**src/rtl/switch_word_loader.sv**
```systemverilog
// Switch/button front end that assembles eight hex nibbles into a 32-bit register write.
// Define SWLOAD_DEBOUNCE_EN to compile in per-button debouncing of DEBOUNCE_CYCLES cycles.
module switch_word_loader #(
  parameter int unsigned DEBOUNCE_CYCLES = 50000
) (
  input  logic        clk,
  input  logic        rst_n,
  input  logic [3:0]  sw_nibble,
  input  logic [4:0]  sw_reg,
  input  logic        btn_load,
  input  logic        btn_clear,
  input  logic        wr_ready,
  output logic        wr_en,
  output logic [4:0]  wr_addr,
  output logic [31:0] wr_data,
  output logic        busy,
  output logic [3:0]  nib_count,
  output logic [31:0] preview
);

  typedef enum logic [1:0] {S_IDLE, S_COLLECT, S_WRITE} state_t;

  logic [3:0]  r_nib_s1, r_nib_s2;
  logic [4:0]  r_reg_s1, r_reg_s2;
  logic [1:0]  r_btn_s1, r_btn_s2;   // bit 0 = load, bit 1 = clear
  logic [1:0]  w_stable;
  logic [1:0]  r_stable_d, r_evt;
  logic [31:0] w_shift;

  state_t      r_state;
  logic        r_wr_en;
  logic [4:0]  r_wr_addr;
  logic [31:0] r_wr_data;
  logic [3:0]  r_nib_count;
  logic [31:0] r_preview;

  always_ff @(posedge clk or negedge rst_n) begin
    if (!rst_n) begin
      r_nib_s1 <= '0;
      r_nib_s2 <= '0;
      r_reg_s1 <= '0;
      r_reg_s2 <= '0;
      r_btn_s1 <= '0;
      r_btn_s2 <= '0;
    end else begin
      r_nib_s1 <= sw_nibble;
      r_nib_s2 <= r_nib_s1;
      r_reg_s1 <= sw_reg;
      r_reg_s2 <= r_reg_s1;
      r_btn_s1 <= {btn_clear, btn_load};
      r_btn_s2 <= r_btn_s1;
    end
  end

`ifdef SWLOAD_DEBOUNCE_EN
  localparam int unsigned CW = (DEBOUNCE_CYCLES > 1) ? $clog2(DEBOUNCE_CYCLES) : 1;

  logic [1:0][CW-1:0] r_db_cnt;
  logic [1:0]         r_stable;

  // Counter tracks consecutive disagreement cycles; accepts the new level on the Nth.
  always_ff @(posedge clk or negedge rst_n) begin
    if (!rst_n) begin
      r_db_cnt <= '0;
      r_stable <= '0;
    end else begin
      for (int unsigned i = 0; i < 2; i++) begin
        if (r_btn_s2[i] != r_stable[i]) begin
          if (r_db_cnt[i] == CW'(DEBOUNCE_CYCLES - 1)) begin
            r_stable[i] <= r_btn_s2[i];
            r_db_cnt[i] <= '0;
          end else begin
            r_db_cnt[i] <= r_db_cnt[i] + CW'(1);
          end
        end else begin
          r_db_cnt[i] <= '0;
        end
      end
    end
  end

  assign w_stable = r_stable;
`else
  logic w_unused_dbc;
  assign w_unused_dbc = (DEBOUNCE_CYCLES > 0);
  assign w_stable     = r_btn_s2;
`endif

  always_ff @(posedge clk or negedge rst_n) begin
    if (!rst_n) begin
      r_stable_d <= '0;
      r_evt      <= '0;
    end else begin
      r_stable_d <= w_stable;
      r_evt      <= w_stable & ~r_stable_d;
    end
  end

  assign w_shift = {r_preview[27:0], r_nib_s2};

  always_ff @(posedge clk or negedge rst_n) begin
    if (!rst_n) begin
      r_state     <= S_IDLE;
      r_wr_en     <= 1'b0;
      r_wr_addr   <= '0;
      r_wr_data   <= '0;
      r_nib_count <= '0;
      r_preview   <= '0;
    end else begin
      case (r_state)
        S_WRITE: begin
          if (wr_ready) begin
            r_state     <= S_IDLE;
            r_wr_en     <= 1'b0;
            r_nib_count <= '0;
          end
        end
        default: begin
          if (r_evt[1]) begin
            r_preview   <= '0;
            r_nib_count <= '0;
            r_state     <= S_IDLE;
          end else if (r_evt[0]) begin
            r_preview   <= w_shift;
            r_nib_count <= r_nib_count + 4'd1;
            if (r_nib_count == 4'd7) begin
              r_wr_addr <= r_reg_s2;
              r_wr_data <= w_shift;
              r_wr_en   <= 1'b1;
              r_state   <= S_WRITE;
            end else begin
              r_state   <= S_COLLECT;
            end
          end
        end
      endcase
    end
  end

  assign wr_en     = r_wr_en;
  assign wr_addr   = r_wr_addr;
  assign wr_data   = r_wr_data;
  assign nib_count = r_nib_count;
  assign preview   = r_preview;
  assign busy      = (r_state != S_IDLE);

endmodule

```
**config.mk**
```make
export PLATFORM = sky130hd
export DESIGN_NAME = switch_word_loader
export DESIGN_NICKNAME = d
export VERILOG_FILES = /design/src/rtl/switch_word_loader.sv
export SDC_FILE = /design/constraint.sdc
export NUM_CORES = 1
export LEC_CHECK = 0
export ABC_AREA = 1
export CORE_UTILIZATION = 25
export CTS_CLUSTER_DIAMETER = 150
export DETAILED_ROUTE_END_ITERATION = 8
export GPL_TIMING_DRIVEN = 0
export MAX_ROUTING_LAYER = met4
export PLACE_DENSITY = 0.51
export SKIP_CTS_REPAIR_TIMING = 1
export SYNTH_ARGS = -nofsm -noshare
export SYNTH_HDL_FRONTEND = slang
export SYNTH_SLANG_ARGS = --single-unit
```
**constraint.sdc**
```tcl
create_clock -name clk -period 1.4 [get_ports clk]
set_input_delay 0.42 -clock clk [delete_from_list [all_inputs] [get_ports clk]]
set_output_delay 0.42 -clock clk [all_outputs]
set_load 0.005 [all_outputs]
```
Yosys cells after proc, flatten, opt, wreduce, memory -nomap -nowiden
Cells that the tools add are included.
W data, S select, Z words.
- register bits after elaboration: 102
- bits of input ports: 14
- output and inout bits: 75
- word-level logic and storage cells: 48
- add/subtract/negate cells: 1
- eq/ne operators: 4
- muxes and demuxes: 16
- bitwise gates (word level): 4
- reductions and logical operators: 9
- operator list (kind ; number):
    $mux W32 ; 2
    $mux W4 ; 4
    $mux W2 ; 5
    $reduce_and A4 Y1 ; 2
    $reduce_bool A2 Y1 ; 4
    $mux W1 ; 5
    $add A4 B1 Y4 const B ; 1
    $eq A4 B3 Y1 const B ; 1
    $reduce_and A2 Y1 ; 2
    $reduce_bool A3 Y1 ; 1
    $and A2 B2 Y2 ; 1
    $eq A2 B2 Y1 const B ; 1
    $ne A2 B1 Y1 const B ; 1
    $ne A2 B2 Y1 const B ; 1
    $not A1 Y1 ; 2
    $not A2 Y2 ; 1

Logic depth before layout (Yosys ltp)
- depth in word-level cells: 5
- depth in mapped cells: 8
- mapped depth without buffers: 8

Least setup slack after synthesis
Ideal clock, no wire load.
- kind: reg-to-reg
- from: register r_nib_count[0], in the netlist nib_count[0]
- to: register r_wr_data[3], in the netlist wr_data[3]
- setup time: 0.130 ns
- arrival time: 1.235 ns
- data required time: 1.270 ns
- path slack: 0.035 ns
- cell stages (with the launch flop): 9
- path buffers: 2
- clock period less this slack: 1.365 ns
- path through: dfrtp_1 > ha_1 > nand2_2 > nor2_4 > nand3_2 > buf_6 > buf_6 > nand2_2 > o21ai_1
- longest elaborated chain between the ends: 2
- RTL lines (element ; RTL line ; text):
    start, declared ; 34 ; logic [3:0] r_nib_count;
    start signal, assigned ; 125 ; r_nib_count <= r_nib_count + 4'd1;
    $eq A4 B3 Y1 ; 126 ; if (r_nib_count == 4'd7) begin
    $reduce_and A4 Y1 (no line) ; - ;
    end signal, assigned ; 128 ; r_wr_data <= w_shift;
    end, declared ; 33 ; logic [31:0] r_wr_data;
No other way between the ends.
A chain may end at the register's enable or synchronous reset.

Worst setup path in the final report
- from: register r_state[1]
- to: output port busy
- longest elaborated chain between the ends: 1
- RTL lines (element ; RTL line ; text):
    start, declared ; 30 ; state_t r_state;
    start signal, assigned ; 103 ; r_state <= S_IDLE;
    start signal, assigned ; 113 ; r_state <= S_IDLE;
    start signal, assigned ; 122 ; r_state <= S_IDLE;
    $reduce_bool A2 Y1 ; 145 ; assign busy = (r_state != S_IDLE);
    end, declared ; 16 ; output logic busy,
No other way between the ends.

==> results.py <==
metrics = {
    "floorplan": {
        "start_util_pct": 25.6,
        "ios": 89,
        "dieArea_um2": 15300,
        "rows": 44,
        "die_w_um": 124,
        "fp.coreArea_um2": 14500,
        "die_y_um": 124,
    },
    "grt": {
        "grt_util_all_layers_pct": 12.1,
        "grt_util_met1_pct": 16.4,
        "top_usage_layer": "met2",
        "antenna_found_initial": 0,
        "grt-ovfl-total": 0,
        "grt_max_degree": 53,
        "use_met3_pct": 3.07,
        "grt_pass1_wl_um": 13500,
        "met2_usage_pct": 17.1,
        "grt_pass1_vias": 2581,
    },
    "sta": {
        "period_share_pct": 107,
        "slew_headroom_pct": 56.1,
        "setup_viol": 38,
        "rsz0062_at_grt": "yes",
        "fin_ws_ps": -93.4,
        "whs_ps": 107,
        "finalClockSkew_ps": 4.99,
        "maxSlewViolCount": 0,
        "worst_slew_pin_slew_ps": 659,
        "fmax_mhz": 670,
        "timing.final.crit_period_ps": 1490,
        "finalSetupTns_ps": -2070,
        "finalHoldViolCount": 0,
    },
    "pwr": {
        "p_clk_share_pct": 36.8,
        "p_leak_uw": 0.00386,
        "power_switching_uw": 1520,
        "internal_power_uw": 4850,
        "powerDensity_nw_per_um2": 1090,
        "ir_worst_vdd_mv": 0.620,
        "combPwrFrac_pct": 12.5,
        "seqPwrFrac_pct": 50.6,
        "sw_frac_of_total_pct": 23.8,
    },
    "logic_synthesis": {
        "ys_ff_latch": 102,
        "synth_most_common_cell": "dfrtp_1",
        "syn-num-nets": 357,
        "avgSynthCellArea_um2": 10.8,
        "yosysWarningCount": 0,
        "synth_ff_type": "dfrtp_1",
        "synth_area_um2": 3710,
        "synth.area.top_cells": "dfrtp_1, nand2_1, o21ai_0",
        "syn_inst": 342,
        "synth_common_cells": "dfrtp_1, nand2_1, inv_1",
        "yosysSeqAreaShare_pct": 68.9,
        "async_reset_ff_share_pct": 100,
        "synth_cell_types": 21,
        "synth_edf_count": 0,
        "synth_area_leader_cell": "dfrtp_1",
        "synth_top_area_share_pct": 68.9,
    },
    "clocking": {
        "clock-sinks": 102,
        "cts_tree": "yes",
        "clkSlewWorstSetupHoldPaths_ps": 70,
        "cts_buffer_depth": 2,
        "clk_latency_ps": 340,
        "cts_buffers": 9,
        "cts-root-buf": "clkbuf_16",
        "cts_max_level": 3,
    },
    "drt": {
        "avgViaCountPerCell": 4.19,
        "wl_per_cell_um": 13.4,
        "drc_errors": 0,
        "drtIter0Drc": 115,
        "vias": 2824,
        "drt-pass1-iter-count": 4,
        "routed_wl_um": 9050,
        "ant_nets": 0,
    },
    "setup_path": {
        "timing_worst_setup_path_type": "reg -> out",
        "path_cells": "inv_1 > nand2_1 > dlymetal6s2s_1",
        "cp.required_ps": 980,
        "max_stage_delay_ps": 430,
        "reg2reg_depth": 9,
        "rr_startpoint": "nib_count[0]$_DFFE_PN0P_",
        "path_max_fanout": 3,
        "r2r_end": "wr_data[2]$_DFFE_PN0P_",
        "worstPathArrival_ps": 1070,
        "worstSetupStartpointType": "flip-flop",
        "reg2reg_slack_ps": -80,
        "critPathBufInv": 2,
        "crit_family": "flip-flops",
        "end_kind": "output port",
        "cp_slowest_cell": "dfrtp_2",
    },
    "run_status": {
        "status": "complete, but fails checks",
        "violations": "setup timing",
    },
    "place": {
        "place_congestion": 0.767,
        "port_buffers": 88,
        "hpwl_um": 5890,
        "dpl_worst_slack_ps": -187,
    },
    "layout": {
        "final_util_pct": 40.4,
        "insertedDiodeCount": 0,
        "nets": 500,
        "drive_above_1_share_pct": 26.9,
        "area_growth_syn_to_layout_pct": 57.7,
    },
    "min_path": {
        "hp-class": "in -> async",
    },
    "flow_run": {
        "maxCapViolCount": 0,
    },
}
==> per-layer routing <==
metal / vias to the layer above / wire (um)
li1: 1360 / -
met1: 1390 / 4200
met2: 65 / 4230
met3: 9 / 478
met4: 0 / 144
met5: - / 0
==> per-stage QoR <==
step,power (uW),cell area (um2),std cells
after floorplan,3500,3710,342
after global placement,3930,4820,614
after detailed placement,3950,4840,615
after CTS,6340,5120,631
after global routing,6700,5840,674
final,6370,5840,674
==> worst register-to-register path: cells and delay by family, from the launching register on <==
kind	cells	cell delay [ps]
DFF	1	380
buffers and inverters	3	440
AOI/OAI and AO/OA	1	60
and+or+nand+nor	4	340
adders and majority gates	1	140
==> power groups by stage <==
stage | Sequential, uW | Combinational (uW) | Clock, uW
finish | 3220 | 798 | 2340
detailed placement | 3290 | 657 | 0
global route | 3240 | 894 | 2570
global placement | 3290 | 641 | 0
CTS | 3240 | 658 | 2440
floorplan | 3280 | 224 | 0
==> worst max path at each step <==
stage | startpoint | to | slack [ps] | depth (start not counted)
after floorplan | nib_count[0]$_DFFE_PN0P_ | wr_data[3]$_DFFE_PN0P_ | 30 | 8
after global placement | rst_n | wr_data[30]$_DFFE_PN0P_ | -3930 | 1
after detailed placement | nib_count[0]$_DFFE_PN0P_ | wr_addr[0]$_DFFE_PN0P_ | -190 | 6
after CTS | r_state[1]$_DFFE_PN0P_ | busy | -470 | 3
after global routing | nib_count[0]$_DFFE_PN0P_ | wr_data[2]$_DFFE_PN0P_ | -150 | 9
final | r_state[1]$_DFFE_PN0P_ | busy | -90 | 3
==> layout make-up <==
class,instances,area (um2)
buffer,14,146
clock buffer,13,260
clock inverter,3,18.8
fill,1418,8630
inverter,48,180
multi-input combinational,178,1000
sequential,102,2560
tap,184,230
timing repair buffer,132,1450
==> flip-flops by register name (all words and copies together) (netlist names), 4 cells and up <==
name       count
nib_count      4
preview       32
r_nib_s1       4
r_nib_s2       4
r_reg_s1       5
r_reg_s2       5
wr_addr        5
wr_data       32
==> kinds of logic (layout without fill, tap and decap cells) <==
group	count (synthesis)	count (layout)	share of synthesized area, %
buf+inv	62	210	7.49
fa+ha+maj	1	1	0.338
compound gates	75	75	11.5
simple gates	102	102	11.8
flops	102	102	68.9
==> cell usage in the layout (no fill, tap or decap), types with 2 or more instances in the layout <==
master	synthesis	routed
nand3_1	5	5
buf_8	0	2
o21ai_0	42	34
dfrtp_2	0	3
nand2_2	12	25
dfrtp_1	102	99
clkinv_2	0	2
clkbuf_16	0	10
buf_12	0	4
clkbuf_2	3	2
nand2_1	78	59
clkbuf_1	3	2
nand2_4	0	6
dlymetal6s2s_1	0	74
buf_2	3	4
buf_4	0	42
o21ai_1	21	21
nor2_1	3	3
clkbuf_8	0	2
clkdlybuf4s50_1	0	12
buf_6	5	3
inv_1	47	47
o21ai_2	10	18
No activity file was read; power rests on OpenSTA's default activity.
